**src/rtl/dna_ctrlport_pkg.sv**
```systemverilog
// Shared definitions for the device-DNA CtrlPort register block: response
// status codes, unload FSM states, per-device DNA source widths and the
// fixed simulation DNA values.
package dna_ctrlport_pkg;

  // CtrlPort response status codes
  localparam logic [1:0] CTRL_STS_OKAY   = 2'b00;
  localparam logic [1:0] CTRL_STS_CMDERR = 2'b01;

  // Width of the serial DNA source for each supported device family
  localparam int HW_BITS_ULTRASCALE = 96;
  localparam int HW_BITS_7SERIES    = 57;

  // Widest source; used as the common carrier width for DNA constants
  localparam int HW_BITS_MAX = 96;

  // Fixed IDs returned by the behavioural source in simulation
  localparam logic [95:0] DNA_SIM_ULTRASCALE = 96'h012F1110_C0D111A0_11C0FFEE;
  localparam logic [56:0] DNA_SIM_7SERIES    = 57'h0D1_11A0_C0DE_00FF;

  // Unload FSM states
  typedef enum logic [1:0] {
    ST_LOAD  = 2'd0,
    ST_SHIFT = 2'd1,
    ST_DONE  = 2'd2
  } unload_state_e;

  // Number of DNA bits the selected device family provides; 0 marks an
  // unsupported family so that the instantiating module can refuse to build.
  function automatic int dna_hw_bits(input string dev);
    if (dev == "ULTRASCALE") begin
      return HW_BITS_ULTRASCALE;
    end else if (dev == "7SERIES") begin
      return HW_BITS_7SERIES;
    end else begin
      return 0;
    end
  endfunction

  // Simulation DNA for the selected family, right-aligned in HW_BITS_MAX bits
  function automatic logic [HW_BITS_MAX-1:0] dna_sim_value(input string dev);
    if (dev == "7SERIES") begin
      return HW_BITS_MAX'(DNA_SIM_7SERIES);
    end else begin
      return DNA_SIM_ULTRASCALE;
    end
  endfunction

endpackage

```
**src/rtl/dna_source.sv**
```systemverilog
// Serial device-DNA source. This is the behavioural model with the same
// read/shift/dout interface as the vendor DNA primitive: 'read' parallel-loads
// the ID, each 'shift' moves it one bit toward dout, LSB first. A synthesis
// build swaps this body for the DNA_PORT / DNA_PORTE2 primitive wrapper.
module dna_source
  import dna_ctrlport_pkg::*;
#(
  parameter string DEVICE_TYPE = "ULTRASCALE"
) (
  input  logic clk,
  input  logic read,
  input  logic shift,
  output logic dout
);

  localparam int HW_BITS = dna_hw_bits(DEVICE_TYPE);
  localparam logic [HW_BITS_MAX-1:0] DNA_FULL = dna_sim_value(DEVICE_TYPE);
  localparam logic [HW_BITS-1:0] DNA_VALUE = DNA_FULL[HW_BITS-1:0];

  // Unsupported family names must fail at elaboration, not silently build
  if (HW_BITS == 0) begin : g_bad_device
    $error("dna_source: unsupported DEVICE_TYPE");
  end

  logic [HW_BITS-1:0] r_sr;

  // Like the primitive, the shift register has no reset; 'read' defines it
  always_ff @(posedge clk) begin
    if (read) begin
      r_sr <= DNA_VALUE;
    end else if (shift) begin
      r_sr <= {1'b0, r_sr[HW_BITS-1:1]};
    end
  end

  assign dout = r_sr[0];

endmodule

```
**src/rtl/dna_ctrlport_regs.sv**
```systemverilog
// Read-only CtrlPort slave exposing the device DNA as consecutive 32-bit
// words. After reset the DNA is unloaded serially from dna_source into a
// shadow register; reads before the unload finishes are acked with CMDERR.
//
// Handshake: a request is a single-cycle s_ctrlport_req_rd strobe with its
// address valid in the same cycle; there is no backpressure. Every request
// that hits this block's window gets exactly one s_ctrlport_resp_ack pulse in
// the following cycle, with status/data valid in that ack cycle only (data is
// zero otherwise, status holds until the next ack). Misses are never acked.
module dna_ctrlport_regs
  import dna_ctrlport_pkg::*;
#(
  parameter int    BASE_ADDR   = 0,
  parameter int    DNA_WIDTH   = 96,
  parameter string DEVICE_TYPE = "ULTRASCALE"
) (
  input  logic        ctrlport_clk,
  input  logic        reset_n,
  input  logic        s_ctrlport_req_rd,
  input  logic [19:0] s_ctrlport_req_addr,
  output logic        s_ctrlport_resp_ack,
  output logic [1:0]  s_ctrlport_resp_status,
  output logic [31:0] s_ctrlport_resp_data
);

  localparam int HW_BITS   = dna_hw_bits(DEVICE_TYPE);
  localparam int NUM_WORDS = (DNA_WIDTH + 31) / 32;
  localparam int PAD_W     = NUM_WORDS * 32;
  localparam int CNT_W     = $clog2(HW_BITS + 1);

  localparam logic [20:0] BASE_L = 21'(BASE_ADDR);
  localparam logic [20:0] SPAN_L = 21'(4 * NUM_WORDS);

  if (HW_BITS == 0) begin : g_bad_device
    $error("dna_ctrlport_regs: unsupported DEVICE_TYPE");
  end
  if ((BASE_ADDR % 4) != 0) begin : g_bad_base
    $error("dna_ctrlport_regs: BASE_ADDR must be 4-byte aligned");
  end

  // ---------------------------------------------------------------------
  // DNA source and unload FSM
  // ---------------------------------------------------------------------
  unload_state_e      r_state;
  logic               r_src_read;
  logic               r_src_shift;
  logic [CNT_W-1:0]   r_bit_cnt;
  logic [HW_BITS-1:0] r_dna;
  logic               r_ready;
  logic               w_src_dout;

  dna_source #(
    .DEVICE_TYPE (DEVICE_TYPE)
  ) u_dna_source (
    .clk   (ctrlport_clk),
    .read  (r_src_read),
    .shift (r_src_shift),
    .dout  (w_src_dout)
  );

  // Unload FSM: LOAD latches the ID in the source, SHIFT collects HW_BITS
  // bits LSB first into a right-shifting register, DONE holds until reset.
  // r_src_read is already high out of reset so the LOAD cycle latches.
  always_ff @(posedge ctrlport_clk or negedge reset_n) begin
    if (!reset_n) begin
      r_state     <= ST_LOAD;
      r_src_read  <= 1'b1;
      r_src_shift <= 1'b0;
      r_bit_cnt   <= '0;
      r_dna       <= '0;
      r_ready     <= 1'b0;
    end else begin
      case (r_state)
        ST_LOAD: begin
          r_src_read  <= 1'b0;
          r_src_shift <= 1'b1;
          r_bit_cnt   <= '0;
          r_state     <= ST_SHIFT;
        end
        ST_SHIFT: begin
          r_dna <= {w_src_dout, r_dna[HW_BITS-1:1]};
          if (r_bit_cnt == CNT_W'(HW_BITS - 1)) begin
            r_src_shift <= 1'b0;
            r_ready     <= 1'b1;
            r_state     <= ST_DONE;
          end else begin
            r_bit_cnt <= r_bit_cnt + 1'b1;
          end
        end
        ST_DONE: begin
          r_src_read  <= 1'b0;
          r_src_shift <= 1'b0;
        end
        default: begin
          r_src_read  <= 1'b1;
          r_src_shift <= 1'b0;
          r_state     <= ST_LOAD;
        end
      endcase
    end
  end

  // ---------------------------------------------------------------------
  // Shadow register view and address decode
  // ---------------------------------------------------------------------
  // Width casts zero-extend the HW bits into the exposed register, or drop
  // the upper HW bits when the exposed register is narrower.
  logic [DNA_WIDTH-1:0] w_shadow;
  logic [PAD_W-1:0]     w_padded;
  logic [20:0]          w_offset;
  logic [17:0]          w_idx;
  logic [1:0]           w_unused_addr_lsbs;
  logic                 w_hit;
  logic                 w_rd_hit;
  logic [31:0]          w_rd_word;

  assign w_shadow = DNA_WIDTH'(r_dna);
  assign w_padded = PAD_W'(w_shadow);

  // Addresses below the base wrap the 21-bit difference, setting bit 20
  assign w_offset           = {1'b0, s_ctrlport_req_addr} - BASE_L;
  assign w_hit              = !w_offset[20] && (w_offset < SPAN_L);
  assign w_idx              = w_offset[19:2];
  assign w_unused_addr_lsbs = w_offset[1:0];
  assign w_rd_hit           = s_ctrlport_req_rd && w_hit;

  // Select the addressed 32-bit word of the padded shadow register
  always_comb begin
    w_rd_word = '0;
    for (int i = 0; i < NUM_WORDS; i++) begin
      if (w_idx == 18'(i)) begin
        w_rd_word = w_padded[i*32 +: 32];
      end
    end
  end

  // ---------------------------------------------------------------------
  // Registered read response
  // ---------------------------------------------------------------------
  logic        r_ack;
  logic [1:0]  r_status;
  logic [31:0] r_data;

  // One-cycle ack per hit; data only during ack, status sticky between acks
  always_ff @(posedge ctrlport_clk or negedge reset_n) begin
    if (!reset_n) begin
      r_ack    <= 1'b0;
      r_status <= CTRL_STS_OKAY;
      r_data   <= '0;
    end else begin
      r_ack <= w_rd_hit;
      if (w_rd_hit) begin
        r_status <= r_ready ? CTRL_STS_OKAY : CTRL_STS_CMDERR;
        r_data   <= r_ready ? w_rd_word : 32'h0;
      end else begin
        r_data <= '0;
      end
    end
  end

  assign s_ctrlport_resp_ack    = r_ack;
  assign s_ctrlport_resp_status = r_status;
  assign s_ctrlport_resp_data   = r_data;

endmodule

```
**config.mk**
```make
export PLATFORM = sky130hd
export DESIGN_NAME = dna_ctrlport_regs
export DESIGN_NICKNAME = d
export VERILOG_FILES = /design/src/rtl/dna_ctrlport_pkg.sv /design/src/rtl/dna_source.sv /design/src/rtl/dna_ctrlport_regs.sv
export SDC_FILE = /design/constraint.sdc
export NUM_CORES = 1
export LEC_CHECK = 0
export CAP_MARGIN = 20
export CELL_PAD_IN_SITES_DETAIL_PLACEMENT = 1
export CELL_PAD_IN_SITES_GLOBAL_PLACEMENT = 1
export CORE_MARGIN = 5
export CORE_UTILIZATION = 30
export CTS_CLUSTER_SIZE = 28
export DETAILED_ROUTE_END_ITERATION = 6
export PLACE_DENSITY_LB_ADDON = 0.1
export SYNTH_ARGS = -nofsm -noshare
export SYNTH_HDL_FRONTEND = slang
export SYNTH_HIERARCHICAL = 1
export SYNTH_SLANG_ARGS = --single-unit
```
**constraint.sdc**
```tcl
create_clock -name ctrlport_clk -period 2.2 [get_ports ctrlport_clk]
set_clock_uncertainty 0.15 [all_clocks]
set_input_delay 0.55 -clock ctrlport_clk [delete_from_list [all_inputs] [get_ports ctrlport_clk]]
set_output_delay 0.55 -clock ctrlport_clk [all_outputs]
set_load 0.05 [all_outputs]
```
==> results.cfg, run 1 <==
[timing]
period_needed_ns = 2.072
finalMaxSlewViolations = 0
setup_viol = 0
tns_ns = 0
worstMarginPinSlew_ns = 0.6608
whs_ns = 0.3040
finalCritPeriodShare_pct = 94.16
rsz0062_at_grt = no
finalHoldViolCount = 0
fmax_ghz = 0.4827
relSlewSlack_pct = 55.95

[synthesis]
synth_flop_cell = dfrtp_1
synth_area_leaders = dfrtp_1 (39%), dfxtp_1 (19%), nand2_1 (12%), mux2i_1 (9.2%), nor2_1 (4.8%)
synth_area_sq_um = 9163
synth_seq_cells = 231
synth_mux_area_share_pct = 9.422
synth_common_cells = nand2_1 (297), dfrtp_1 (141), nor2_1 (118)
netlist-cell-type-count = 38
synth-xor-area-share_pct = 0.09559
synth_top_area_share_pct = 38.51
syn_inst = 947
synthAdderAreaFrac_pct = 0.1366
yosysWarnings = 6
synthSimpleGateAreaFrac_pct = 20.73
synth_top_family_by_area = simple AND/OR/NAND/NOR gates
synth_area_per_cell_sq_um = 9.675
synth.most_common_cell = nand2_1
synth_edf_count = 0
ys_async_sr_fraction_pct = 61.47
syn_nets = 971
synth_top_cell_by_area = dfrtp_1
synth_compound_area_share_pct = 6.486
seq_area_frac_synth_pct = 58.24

[setup_path]
cpPeakStageDelay_ns = 0.52
crit_family = buffers and inverters
reg2regPathDepth = 5
critical_path_class = reg -> out
path_cells = dlygate4sd2_1
cpMaxStageDelayCell = dlygate4sd2_1
worstPathRequired_ns = 1.50
crit_buf_inv = 1
worst_setup_path_start_kind = flip-flop
crit_arrival_ns = 1.37
crit_cells = 1
end_kind = output pin
crit_fanout = 1

[job]
maxCapViolCount = 0

[layout]
fill_cells = 3447
final_nets = 1017
antennaDiodeCount = 0
final_area_sq_um = 10880
area_delta_synth_final_pct = 18.71
drive_above_1_share_pct = 9.812

[global_routing]
grtUsageTotal_pct = 12.08
grt_start_max_net_pins = 77
grt_antenna_before_repair = 0
grt_pass1_vias = 6784
grt_pass1_wl_microns = 34750
overflow = 0

[detailed_routing]
antenna_left = 0
first_pass_iters = 4
vias_per_cell = 4.528
drt-initial-drc-count = 334
wl_microns = 19860
vias = 6362
routedWlPerCell_microns = 14.13
drc = 0

[floorplanning]
die_height_microns = 184.8
dieArea_sq_um = 34140
pin_count = 58
core_area_sq_um = 30350
initial_utilization_pct = 30.19
die_w_microns = 184.8
rows = 64

[power_and_ir_drop]
vdd_ir_drop_max_mv = 0.4605
power_density_nw_per_um2 = 789.9
p_leak_nw = 5.888

[placement]
place_hpwl_microns = 12180
place_congestion = 0.6740
dpl_cell_area_sq_um = 10050
port-buffer-count = 54

[cts]
cts_root_buffer = clkbuf_16
cts_tree = built
path_clk_slew_ns = 0.06
cts.path.max_buffers = 3
h-tree-depth = 1
worstSkewPairLatency_ns = 0.52
cts_sinks = 231
numCtsBuffers = 27

[min_path]
hold_path_depth = 1
holdCritPathClass = reg -> reg

[status]
status = completed
==> per-stage QoR <==
step | std cells | total power [W] | util, % | setup slack, ns
floorplan | 947 | 0.004358 | - | 0.2901
finish | 1405 | 0.008592 | 35.84 | 0.1284
global placement | 1359 | 0.004491 | 33.13 | -0.2653
CTS | 1405 | 0.008792 | 35.84 | 0.08137
detailed placement | 1359 | 0.004492 | 33.13 | -0.3206
global route | 1405 | 0.008993 | 35.84 | 0.07596
==> report_power, final <==
| group | leakage [nW] | switching [W] | internal (W) |
|---|---|---|---|
| clock network | 0.406 | 0.00167 | 0.00252 |
| logic | 2.80 | 0.000110 | 0.0000669 |
| registers | 2.68 | 0.00000000496 | 0.00423 |
==> layout by cell type, fill, tap and decap left out, types with 10 or more instances in the layout <==
cell type        Yosys  layout
a211o_1             36      36
nor2_1             118     118
buf_4                1      43
clkdlybuf4s50_1      0      18
a21oi_1             36      36
nor2b_1             38      36
nand2_1            297     296
buf_12               5      10
mux2i_1             84      84
clkbuf_16            0      27
dfrtp_1            141     140
dfxtp_1             89      89
==> routing by layer <==
| metal | track usage, % | vias up | share of wire [%] |
|---|---|---|---|
| met5 | 0 | - | 0 |
| met3 | 2.250 | 33 | 4.4 |
| met1 | 17.37 | 3102 | 50 |
| met4 | 2.965 | 0 | 1.7 |
| met2 | 18.86 | 77 | 44 |
| li1 | - | 3150 | - |
==> final cells by class <==
| class | instances | area [sq um] | area share [%] |
|---|---|---|---|
| clock buffer | 40 | 774.5 | 7.121 |
| timing repair buffer | 82 | 799.5 | 7.351 |
| inverter | 5 | 18.77 | 0.1726 |
| tap | 396 | 495.5 | 4.555 |
| clock inverter | 5 | 48.80 | 0.4486 |
| sequential | 231 | 5340 | 49.10 |
| multi-input combinational | 646 | 3400 | 31.25 |
==> logic make-up (layout without fill, tap and decap cells) <==
family | count (synthesis) | in the layout
fa+ha+maj | 1 | 1
mux | 86 | 86
xor+xnor | 1 | 1
buf+inv | 70 | 132
other cells | 1 | 1
compound gates | 86 | 86
simple gates | 471 | 471
flops | 231 | 231
==> worst paths after layout <==
check | from | to | slack [ns]
worst max-delay path | s_ctrlport_resp_data[3] | s_ctrlport_resp_data[3] | 0.13
min in group asynchronous | reset_n | s_ctrlport_resp_data[5] | 0.37
worst min register to register | u_dna_source/r_sr[23] | u_dna_source/r_sr[22] | 0.30
max in group asynchronous | reset_n | r_dna[29] | 0.90
worst max register to register | r_bit_cnt[1] | r_bit_cnt[1] | 0.27
worst min-delay path | u_dna_source/r_sr[23] | u_dna_source/r_sr[22] | 0.30
==> state kept, by name, indices dropped and copies added (netlist names) <==
| name | flops |
|---|---|
| r_dna | 96 |
| u_dna_source/r_sr | 89 |
| s_ctrlport_resp_data | 32 |
| r_bit_cnt | 7 |
| r_state | 2 |
| r_ready | 1 |
| r_src_read | 1 |
| r_src_shift | 1 |
| s_ctrlport_resp_ack | 1 |
| s_ctrlport_resp_status | 1 |
==> what timing repair did <==
action,in CTS,in global routing
resized for setup,8,0
setup buffers,0,0
endpoints found under the setup margin,8,0
hold buffers,1,0
hold endpoints to repair,35,0
(Power assumes the default switching activity.)
==> inputs of run 2 (changes only) <==
--- a/config.mk
+++ b/config.mk
@@ -9,7 +9,7 @@
 export CELL_PAD_IN_SITES_DETAIL_PLACEMENT = 1
 export CELL_PAD_IN_SITES_GLOBAL_PLACEMENT = 1
 export CORE_MARGIN = 5
-export CORE_UTILIZATION = 30
+export CORE_UTILIZATION = 45
 export CTS_CLUSTER_SIZE = 28
 export DETAILED_ROUTE_END_ITERATION = 6
 export PLACE_DENSITY_LB_ADDON = 0.1
==> run 2 against run 1 <==
Net effect: final cell count shrank 9.1%; largest power group is now clock; highest routed layer unchanged; power grew 0.38%; clock power grew 1%; critical endpoint is now s_ctrlport_resp_data[15].
==> results.cfg, run 2 (synthesis results as in run 1) <==
[cts]
post_cts_buffers = 0
path_clk_slew_ns = 0.06
worstSkewPairLatency_ns = 0.51
h-tree-depth = 1
cts_root_buffer = clkbuf_16
numCtsBuffers = 25
cts.path.max_buffers = 3
cts_sinks = 231
cts_tree = built

[placement]
place_hpwl_microns = 11990
dpl_cell_area_sq_um = 9903
pre_cts_ws_ns = -0.2920
port-buffer-count = 54
place_congestion = 0.7393

[setup_path]
critical_path_class = reg -> out
crit_fanout = 1
cpPeakStageDelay_ns = 0.54
worstPathRequired_ns = 1.50
worst_setup_path_start_kind = flip-flop
crit_arrival_ns = 1.40
cpMaxStageDelayCell = dlygate4sd2_1
crit_family = buffers and inverters
end_kind = output pin
crit_buf_inv = 1
path_cells = dlygate4sd2_1

[global_routing]
overflow = 0
grt_antenna_before_repair = 0
grt_pass1_wl_microns = 33030
grt_pass1_vias = 6701
grt_start_max_net_pins = 75
grtUsageTotal_pct = 16.42

[detailed_routing]
top_layer = met4
routedWlPerCell_microns = 14.88
drt-initial-drc-count = 242
wl_microns = 19010
dr_wl_met3_microns = 507
antenna_left = 0
first_pass_iters = 4
wl_met2_microns = 9121
vias = 6362
wl_met1_microns = 9028
drc = 0
vias_per_cell = 4.982

[floorplanning]
pin_count = 58
dieArea_sq_um = 23310
die_w_microns = 152.7
initial_utilization_pct = 45.43
die_height_microns = 152.7
core_area_sq_um = 20170
rows = 52

[layout]
top_register = r_dna
final_cell_mix = nand2_1 (296), dfrtp_1 (140), nor2_1 (118)
final_area_sq_um = 10740
largest_register_ffs = 96
drive_above_1_share_pct = 10.23
area_delta_synth_final_pct = 17.22
antennaDiodeCount = 0
layout_commonest_cell = nand2_1
final_nets = 1013

[timing]
finalCritPeriodShare_pct = 95.25
finalHoldViolCount = 0
rsz0062_at_grt = no
fmax_ghz = 0.4772
setup_viol = 0
relSlewSlack_pct = 66.04
period_needed_ns = 2.095
worst_slack_ns = 0.1046
tns_ns = 0
finalMaxSlewViolations = 0
worstMarginPinSlew_ns = 0.5114

[status]
status = completed

[power_and_ir_drop]
power_w = 0.008624
vdd_ir_drop_max_mv = 0.4683
power_density_nw_per_um2 = 803.0
p_leak_nw = 5.892

[job]
maxCapViolCount = 0

[min_path]
holdCritPathClass = reg -> reg
[run 2: cell count changes in the layout (fill, tap and decap cells not counted), moves of 2 or more]
cell        before  now
buf_4           43   40
clkinvlp_4       0    2
clkbuf_16       27   25
buf_12          10   12
clkbuf_1         8    4
bufinv_16        1    3
clkinv_2         3    7
[run 2: routing by layer]
metal	GRT usage [%]	vias up
li1	-	3140
met1	21.86	3137
met2	28.16	53
met3	2.869	32
met4	3.818	0
met5	0	-
[run 2: layout make-up]
| type | instances | area, sq um |
|---|---|---|
| Tap cell | 270 | 337.8 |
| Timing Repair Buffer | 80 | 808.3 |
| Clock inverter | 12 | 140.1 |
| Fill cell | 2279 | 9429 |
| Sequential cell | 231 | 5340 |
| Clock buffer | 33 | 695.7 |
| Inverter | 5 | 18.77 |
| Multi-Input combinational cell | 646 | 3400 |
[run 2: report_power, final]
group / total, W / switching, W / internal, W
logic: 0.000168 / 0.000104 / 0.0000635
clock network: 0.00423 / 0.00166 / 0.00257
registers: 0.00422 / 0.00000000482 / 0.00422
[run 2: worst paths after layout]
check | from | endpoint | depth (start not counted) | slack, ns
max in group asynchronous | reset_n | r_dna[54] | 3 | 0.92
min | u_dna_source/r_sr[0] | r_dna[95] | 2 | 0.30
max | s_ctrlport_resp_data[15] | s_ctrlport_resp_data[15] | 1 | 0.10
min in group asynchronous | reset_n | s_ctrlport_resp_data[7] | 2 | 0.31
max reg2reg | r_bit_cnt[1] | r_bit_cnt[1] | 5 | 0.29
min reg2reg | u_dna_source/r_sr[0] | r_dna[95] | 2 | 0.30
[run 2: what timing repair did]
| item | CTS | global route |
|---|---|---|
| endpoints found under the hold margin | 22 | 0 |
| hold buffers | 1 | 0 |
| setup endpoints to repair | 7 | 0 |
| resized for setup | 7 | 0 |
[run 2: metrics by stage]
| stage | hold WS (ns) | util, % | cells |
|---|---|---|---|
| after floorplan | 0.1044 | - | 947 |
| after global placement | 0.2791 | 49.10 | 1231 |
| after detailed placement | 0.2786 | 49.10 | 1231 |
| after CTS | 0.2980 | 53.25 | 1277 |
| after global routing | 0.3210 | 53.25 | 1277 |
| final | 0.2975 | 53.25 | 1277 |
[run 2: worst register-to-register path, delay by kind of cell (launching register included)]
kind	cells	cell delay, ns
AOI/OAI and AO/OA	1	0.18
adders and majority gates	1	0.22
DFF	1	0.39
muxes	1	0.35
and+or+nand+nor	2	0.51
==> inputs of run 3 (changes only) <==
--- a/config.mk
+++ b/config.mk
@@ -8,12 +8,11 @@
 export CAP_MARGIN = 20
 export CELL_PAD_IN_SITES_DETAIL_PLACEMENT = 1
 export CELL_PAD_IN_SITES_GLOBAL_PLACEMENT = 1
-export CORE_MARGIN = 5
 export CORE_UTILIZATION = 45
 export CTS_CLUSTER_SIZE = 28
 export DETAILED_ROUTE_END_ITERATION = 6
+export GPL_TIMING_DRIVEN = 0
 export PLACE_DENSITY_LB_ADDON = 0.1
 export SYNTH_ARGS = -nofsm -noshare
 export SYNTH_HDL_FRONTEND = slang
-export SYNTH_HIERARCHICAL = 1
 export SYNTH_SLANG_ARGS = --single-unit
==> run 3 against run 2 <==
Net effect: critical path depth grew 6; clock power down 7.1%; via count rose by 2.6%; worst hold slack improved by 0.0029 ns; design area fell by 0.59%; non-clock buffer count rose by 41; worst setup slack lost 0.0024 ns; highest routed layer unchanged; area after synthesis shrank 1.4%; register-to-register slack got worse by 0.07 ns; flip-flop and latch count unchanged; count of clock-buffer cells in the layout rose by 2; first-iteration DRC count shrank 27%.
==> results.cfg, run 3 <==
[global_routing]
grt_pass1_wl_microns = 32920
met1_usage_pct = 24.61
grt_antenna_before_repair = 0
grtUsageTotal_pct = 19.95
grt_start_max_net_pins = 87
grt_util_met2_pct = 36.02
grt_pass1_vias = 6785
grt.met3_usage_pct = 3.032
grt_most_used_layer = met2
overflow = 0

[timing]
relSlewSlack_pct = 62.07
worst_slack_ns = 0.1022
setup_viol = 0
tns_ns = 0
finalHoldViolCount = 0
whs_ns = 0.3003
period_needed_ns = 2.098
fmax_ghz = 0.4767
finalCritPeriodShare_pct = 95.35
rsz0062_at_grt = no
finalMaxSlewViolations = 0
worstMarginPinSlew_ns = 0.5689

[cts]
cts_root_buffer = clkbuf_16
cts_sinks = 231
path_clk_slew_ns = 0.06
cts_tree = built
worstSkewPairLatency_ns = 0.51
h-tree-depth = 1
cts.path.max_buffers = 3
numCtsBuffers = 25

[layout]
largest_register_ffs = 96
fill_cells = 2248
final_nets = 1051
final_cell_mix = nand2_1 (295), dfrtp_1 (141), nor2_1 (120)
top_register = r_dna
layout_commonest_cell = nand2_1
area_delta_synth_final_pct = 18.19
post-route-util_pct = 54.50
drive_above_1_share_pct = 6.628
antennaDiodeCount = 0

[setup_path]
crit_buf_inv = 3
path_cells = clkdlybuf4s50_1 -> nor4_2 -> nand3_1 -> or3_1 -> buf_2 -> buf_6 -> nor2_1
worstPathRequired_ns = 2.48
crit_arrival_ns = 2.38
worst_setup_path_start_kind = input port
crit_family = simple AND/OR/NAND/NOR gates
critical_path_class = in -> reg
cpPeakStageDelay_ns = 0.42
r2r-start = r_bit_cnt[1]
end_kind = flip-flop
regToRegSetupSlack_ns = 0.22
cpMaxStageDelayCell = clkdlybuf4s50_1
crit_fanout = 10
crit_path_start = s_ctrlport_req_addr[9]

[placement]
place_hpwl_microns = 13100
pre_cts_ws_ns = -0.4003
place_congestion = 0.7495
port-buffer-count = 52

[floorplanning]
core_area_sq_um = 19590
dieArea_sq_um = 20650
initial_utilization_pct = 46.11
die_height_microns = 143.7
pin_count = 58
die_w_microns = 143.7
rows = 51

[synthesis]
synth_flop_cell = dfrtp_1
ys_async_sr_fraction_pct = 61.47
yosysWarnings = 0
synth_top_cell_by_area = dfrtp_1
synth_area_leaders = dfrtp_1 (39%), dfxtp_1 (20%), nand2_1 (12%), mux2i_1 (9.3%), nor2_1 (5.0%)
synth_seq_cells = 231
synth_edf_count = 0
syn_nets = 967
netlist-cell-type-count = 35
seq_area_frac_synth_pct = 59.07
synth_top_area_share_pct = 39.06
synth_area_per_cell_sq_um = 9.580
synth.most_common_cell = nand2_1
synth_area_sq_um = 9034
syn_inst = 943
synth_common_cells = nand2_1 (295), dfrtp_1 (141), nor2_1 (120)

[power_and_ir_drop]
vdd_ir_drop_max_mv = 0.5255
power_density_nw_per_um2 = 778.4
p_leak_nw = 5.921
power_w = 0.008311

[detailed_routing]
vias = 6530
vias_per_cell = 5.000
drt-initial-drc-count = 176
drc = 0
first_pass_iters = 4
antenna_left = 0
routedWlPerCell_microns = 14.87
wl_microns = 19430

[min_path]
hp-start = u_dna_source.r_sr[12]
holdCritPathClass = reg -> reg

[status]
status = completed

[job]
maxCapViolCount = 0
run 3: changes by cell type after synthesis, moves of 2 or more:
cell      before  now
clkbuf_1      32   45
buf_12         5    0
buf_6          8    4
buf_1          6    3
nand3_1        6    3
buf_8          2    0
mux2_2         1    3
nand2_1      297  295
nor2_1       118  120
or3_1          4    2
run 3: logic make-up (layout without fill, tap and decap cells):
group	Yosys count	in the layout	share of synthesized area, %
adder cells (fa/ha/maj)	1	1	0.1385
AND/OR/NAND/NOR	466	466	20.90
other	1	1	0.04151
multiplexers	87	87	9.681
flip-flops	231	231	59.07
buffers and inverters	70	168	3.435
AO/OA/AOI/OAI	87	87	6.731
run 3: path summary, 6_finish.rpt:
| kind | end | cells after the start |
|---|---|---|
| max | s_ctrlport_resp_data[20] | 7 |
| min | u_dna_source.r_sr[11] | 1 |
| max reg2reg | r_bit_cnt[1] | 5 |
| min reg2reg | u_dna_source.r_sr[11] | 1 |
| max in group asynchronous | s_ctrlport_resp_data[14] | 3 |
| min in group asynchronous | s_ctrlport_resp_data[6] | 2 |
run 3: cell type report:
type	instances	area, sq um	area share [%]
plain buffers	64	295.3	2.766
clock buffers	35	703.2	6.586
clock inverters	6	55.05	0.5156
inverters	6	22.52	0.2109
multi-input cells	642	3393	31.78
flip-flops and latches	231	5336	49.98
well taps	265	331.6	3.106
repair buffers	57	539.3	5.051
run 3: metrics by stage:
| stage | cell area [sq um] | cells |
|---|---|---|
| finish | 10680 | 1306 |
| detailed placement | 9915 | 1261 |
| global placement | 9886 | 1260 |
| floorplan | 9034 | 943 |
| CTS | 10640 | 1303 |
| global route | 10680 | 1306 |
run 3: repair_timing:
item                                    CTS  global route
endpoints found under the setup margin   35            41
pin swaps                                 0             2
buffers inserted                          0             3
hold buffers                              1             0
resized for setup                        35             9
hold endpoints to repair                 55             0
run 3: metal layers:
| metal | up-vias | wire length, microns |
|---|---|---|
| li1 | 3205 | - |
| met1 | 3212 | 8666 |
| met2 | 83 | 9751 |
| met3 | 30 | 554 |
| met4 | 0 | 452 |
| met5 | - | 0 |
run 3: report_power, final:
group          switching (W)  internal [W]  leakage, nW
registers      0.00000000382       0.00422         2.68
clock network        0.00161       0.00232        0.378
logic              0.0000993     0.0000552         2.87
total                0.00171       0.00660         5.92
